$ cat config.mk
export PLATFORM = sky130hd
export DESIGN_NAME = instr_loader
export DESIGN_NICKNAME = d
export VERILOG_FILES = /design/src/rtl/instr_loader.sv
export SDC_FILE = /design/constraint.sdc
export NUM_CORES = 1
export LEC_CHECK = 0
export CORE_MARGIN = 1.5
export CORE_UTILIZATION = 48
export CTS_BUF_LIST = sky130_fd_sc_hd__clkbuf_8
export DETAILED_ROUTE_END_ITERATION = 7
export PLACE_DENSITY = 0.89
export SETUP_SLACK_MARGIN = 0.2
export SYNTH_ARGS = -nofsm -noshare
export SYNTH_HDL_FRONTEND = slang
export SYNTH_SLANG_ARGS = --single-unit
$ cat constraint.sdc
create_clock -name clock -period 1.4 [get_ports clock]
set_clock_uncertainty 0.2 [all_clocks]
set_input_delay 0.42 -clock clock [delete_from_list [all_inputs] [get_ports clock]]
set_output_delay 0.42 -clock clock [all_outputs]
set_load 0.01 [all_outputs]
$ cat src/rtl/instr_loader.sv
// Packs the UART byte stream, LSB first, into 32-bit words and writes them to instruction memory until the halt word or a full memory.
// The write strobe comes one cycle after the 4th byte; there is no backpressure. `LOADER_TIMEOUT_EN adds a partial-word idle timeout.
module instr_loader #(
  parameter int                 N_DATA         = 8,
  parameter int                 NB_DATA        = 32,
  parameter int                 NB_ADDR        = 7,
  parameter logic [NB_DATA-1:0] HALT_WORD      = 32'hFFFFFFFF,
  parameter int                 TIMEOUT_CYCLES = 50000
) (
  input  logic               clock,
  input  logic               reset,
  input  logic [N_DATA-1:0]  rx_data_i,
  input  logic               rx_done_i,
  output logic               mem_wr_en_o,
  output logic [NB_ADDR-1:0] mem_addr_o,
  output logic [NB_DATA-1:0] mem_data_o,
  output logic [NB_ADDR:0]   word_count_o,
  output logic               load_done_o,
  output logic               error_o
);

  localparam int LANES = NB_DATA / N_DATA;

  if (NB_DATA != 4 * N_DATA || TIMEOUT_CYCLES < 1) begin : g_bad_cfg
    $error("instr_loader: NB_DATA must be 4*N_DATA and TIMEOUT_CYCLES must be positive");
  end

  typedef enum logic [1:0] {ST_RECV, ST_WRITE, ST_DONE} state_t;

  state_t                      state;
  state_t                      state_n;
  logic [1:0]                  byte_cnt;
  // Lanes 0..2 only; the top lane goes straight into mem_data_o with the 4th byte.
  logic [NB_DATA-N_DATA-1:0]   shift_q;
  logic [NB_ADDR-1:0]          wr_ptr;
  logic                        last_byte;
  logic                        tmo_fire;

  assign last_byte = (state == ST_RECV) && rx_done_i && (byte_cnt == 2'd3);

`ifdef LOADER_TIMEOUT_EN
  localparam int TO_W = $clog2(TIMEOUT_CYCLES + 1);
  logic [TO_W-1:0] tmo_cnt;

  always_ff @(posedge clock) begin
    if (reset || rx_done_i || state != ST_RECV || byte_cnt == 2'd0) begin
      tmo_cnt <= '0;
    end else begin
      tmo_cnt <= tmo_cnt + 1'b1;
    end
  end

  assign tmo_fire = (state == ST_RECV) && (byte_cnt != 2'd0) && !rx_done_i &&
                    (tmo_cnt == TO_W'(TIMEOUT_CYCLES - 1));
`else
  assign tmo_fire = 1'b0;
`endif

  always_ff @(posedge clock) begin
    if (reset) begin
      state <= ST_RECV;
    end else begin
      state <= state_n;
    end
  end

  always_comb begin
    state_n     = state;
    mem_wr_en_o = 1'b0;
    load_done_o = 1'b0;
    case (state)
      ST_RECV: begin
        if (last_byte) state_n = ST_WRITE;
      end
      ST_WRITE: begin
        mem_wr_en_o = 1'b1;
        if (mem_data_o == HALT_WORD || mem_addr_o == {NB_ADDR{1'b1}}) begin
          state_n = ST_DONE;
        end else begin
          state_n = ST_RECV;
        end
      end
      ST_DONE: begin
        load_done_o = 1'b1;
      end
      default: state_n = ST_RECV;
    endcase
  end

  always_ff @(posedge clock) begin
    if (reset) begin
      byte_cnt     <= 2'd0;
      shift_q      <= '0;
      wr_ptr       <= '0;
      mem_addr_o   <= '0;
      mem_data_o   <= '0;
      word_count_o <= '0;
      error_o      <= 1'b0;
    end else begin
      // A byte arriving in the write cycle lands in lane 0 (byte_cnt is 0 there).
      if (rx_done_i && state != ST_DONE) begin
        if (byte_cnt == 2'd3) begin
          mem_data_o <= {rx_data_i, shift_q};
          mem_addr_o <= wr_ptr;
          byte_cnt   <= 2'd0;
        end else begin
          for (int i = 0; i < LANES - 1; i++) begin
            if (byte_cnt == 2'(i)) shift_q[i*N_DATA +: N_DATA] <= rx_data_i;
          end
          byte_cnt <= byte_cnt + 2'd1;
        end
      end else if (tmo_fire) begin
        byte_cnt <= 2'd0;
        error_o  <= 1'b1;
      end

      if (state == ST_WRITE) begin
        wr_ptr       <= wr_ptr + 1'b1;
        word_count_o <= word_count_o + 1'b1;
        if (mem_data_o != HALT_WORD && mem_addr_o == {NB_ADDR{1'b1}}) error_o <= 1'b1;
      end
    end
  end

endmodule

==> out/results.ini <==
[drt]
m1WireLength_mm = 5.03
drc = 4
met2_length_mm = 7.18
firstDrtPassIters = 7
vias = 3635
drt_iter0_drc = 297
avgRoutedWirePerCell_um = 24.0
viasPerCell = 6.10
ant_nets = 0
met3_length_um = 942
wirelength_mm = 14.3
top_layer_used = met4

[floorplan]
fp.dieArea_sq_um = 7210
rows = 29
io_pins = 61
die_h_um = 84.9
coreArea_sq_um = 6420
start_util_pct = 50.1
die_width_um = 84.9

[placement]
pre_cts_slack_ns = -0.552
dp_hpwl_mm = 5.58
numPortBuffers = 60
gp_congestion = 0.812

[synth]
avgSynthCellArea_sq_um = 8.80
synth_edf_count = 0
ys_ff_latch = 83
synth_area_leader_cell = dfxtp_1
netlist_area_sq_um = 3220
synth_top_cell_area_share_pct = 51.6
yosysWarnings = 0
syn_nets = 383
synth_area_leaders = dfxtp_1, nand2_1, mux2i_1
synth_most_common_cell = nand2_1
ys.flop_type = dfxtp_1
seq_area_frac_synth_pct = 51.6
synthTopCellsByCount = nand2_1, dfxtp_1, a21oi_1, nor2_1, mux2i_1
async_flop_share_pct = 0
synth_cell_types = 31
synthCells = 366

[outcome]
violations = design-rule violations, negative setup slack
status = complete, but fails checks

[sta]
min_period_ns = 1.81
worst_slew_pin_slew_ns = 0.548
slew_violations = 0
fin_crit_sh_pct = 129
final_hold_viol_count = 0
setup_violations = 127
max_slew_margin_pct = 63.1
setup_slack_ns = -0.413
fmax_ghz = 0.552
rsz0062_at_grt = true

[pwr]
power.switching_mw = 1.30
peakVddDrop_uv = 672
comb_power_share_pct = 7.7
clockPowerShare_pct = 40.4
power.total_mw = 4.70
power_density_nw_per_um2 = 812
p_int_mw = 3.40
power_frac_seq_pct = 51.9
switching_share_pct = 27.7
total_leakage_power_nw = 2.69

[finish]
layout-drive-gt1-share_pct = 63.0
areaGrowthSynthToFinish_pct = 79.6
final_nets = 531
diodes = 0

[clock_tree]
root_buffer = clkbuf_8
clkSinkCount = 83
clk_latency_ns = 0.37
cts_tree = yes
cts_max_level = 3
clkTransAtPathRegs_ns = 0.10
numCtsBuffers = 9
cts_buffer_depth = 2

[critical_path]
crit_type = reg2reg
required_ns = 1.48
start_kind = register
cp.arrival_ns = 1.90
worstSetupEndpointType = register
regToRegSetupSlack_ns = -0.41
worstPathMaxFanout = 6

[global_route]
antenna_found_initial = 0
grt_max_degree = 46
grt_pass1_wl_mm = 16.2
grt_overflow = 0
grt.total_usage_pct = 29.5
grt_pass1_vias = 3159

[job]
drv_cap = 0

[hold_path]
hp-class = in2reg

==> cell families (layout without fill, tap and decap cells) <==
family	Yosys count	after routing	synth area share [%]
AO/OA/AOI/OAI	50	50	8.20
XOR/XNOR	11	11	2.99
adder cells (fa/ha/maj)	6	6	2.33
buffers and inverters	28	181	4.62
flip-flops	83	83	51.6
multiplexers	24	24	7.46
AND/OR/NAND/NOR	164	164	22.8
==> cells in the final DEF (no fill, tap or decap), types with 11 or more instances in the layout <==
master / n
buf_6: 71
buf_4: 60
nand2_1: 53
dfxtp_2: 50
a21oi_2: 41
nor2_1: 37
dfxtp_1: 30
nand2_4: 24
mux2i_1: 20
nand4_1: 13
nand2_2: 13
buf_12: 11
==> per-layer routing <==
layer,track usage [%],vias to the layer above
li1,-,1522
met1,32.2,1759
met2,52.2,248
met3,7.59,106
met4,16.1,0
met5,0,-
==> worst max-delay path, stage by stage, from the launching register on <==
cell and delay [ns]:
dfxtp_4 0.41, nand2b_4 0.17, buf_6 0.13, and3_4 0.27
buf_12 0.12, buf_12 0.13, nand2_4 0.07, a21oi_2 0.22
==> cell type report <==
type / count / area [sq um]
Multi-Input combinational cell: 255 / 1970
Timing Repair Buffer: 160 / 1760
Clock buffer: 9 / 124
Clock inverter: 7 / 76.3
Tap cell: 77 / 96.3
Sequential cell: 83 / 1740
Inverter: 5 / 26.3
Fill cell: 231 / 637
==> repair_timing <==
item	in CTS	in global routing
gates resized for setup	330	130
pin swaps	12	66
setup endpoints to repair	132	133
cloned	4	2
hold buffers	0	0
buffers inserted	15	22
==> sequential cells by signal, indices dropped and copies added, names as in the netlist <==
| register | flops |
|---|---|
| wr_ptr | 7 |
| error_o | 1 |
| word_count_o | 8 |
| byte_cnt | 2 |
| shift_q | 24 |
| mem_data_o | 32 |
| state | 2 |
| mem_addr_o | 7 |
==> through the flow <==
stage,hold WS [ns],cell area (sq um),cells,util [%],TNS [ns]
CTS,0.158,5050,572,78.7,-15.49
finish,0.197,5790,596,90.1,-25.96
floorplan,0.224,3320,366,-,-0.122
global placement,0.236,4320,537,67.3,-35.92
detailed placement,0.248,4320,537,67.3,-38.43
global route,0.199,5790,596,90.1,-29.89
==> power by group through the flow <==
stage	logic, mW	registers, mW	clock network, mW
6_report	0.361	2.44	1.90
5_1_grt	0.370	2.44	1.98
4_1_cts	0.280	2.42	1.79
3_5_place_dp	0.255	2.48	0
3_3_place_gp	0.244	2.47	0
2_1_floorplan	0.152	2.47	0
==> path summary, 6_finish.rpt <==
kind                    from              to  depth (start not counted)
setup / recovery    state[0]  mem_data_o[28]                          7
hold / removal         reset     byte_cnt[1]                          2
setup reg to reg    state[0]  mem_data_o[28]                          7
hold reg to reg   shift_q[9]   mem_data_o[9]                          2
No activity file was read; power rests on OpenSTA's default activity.
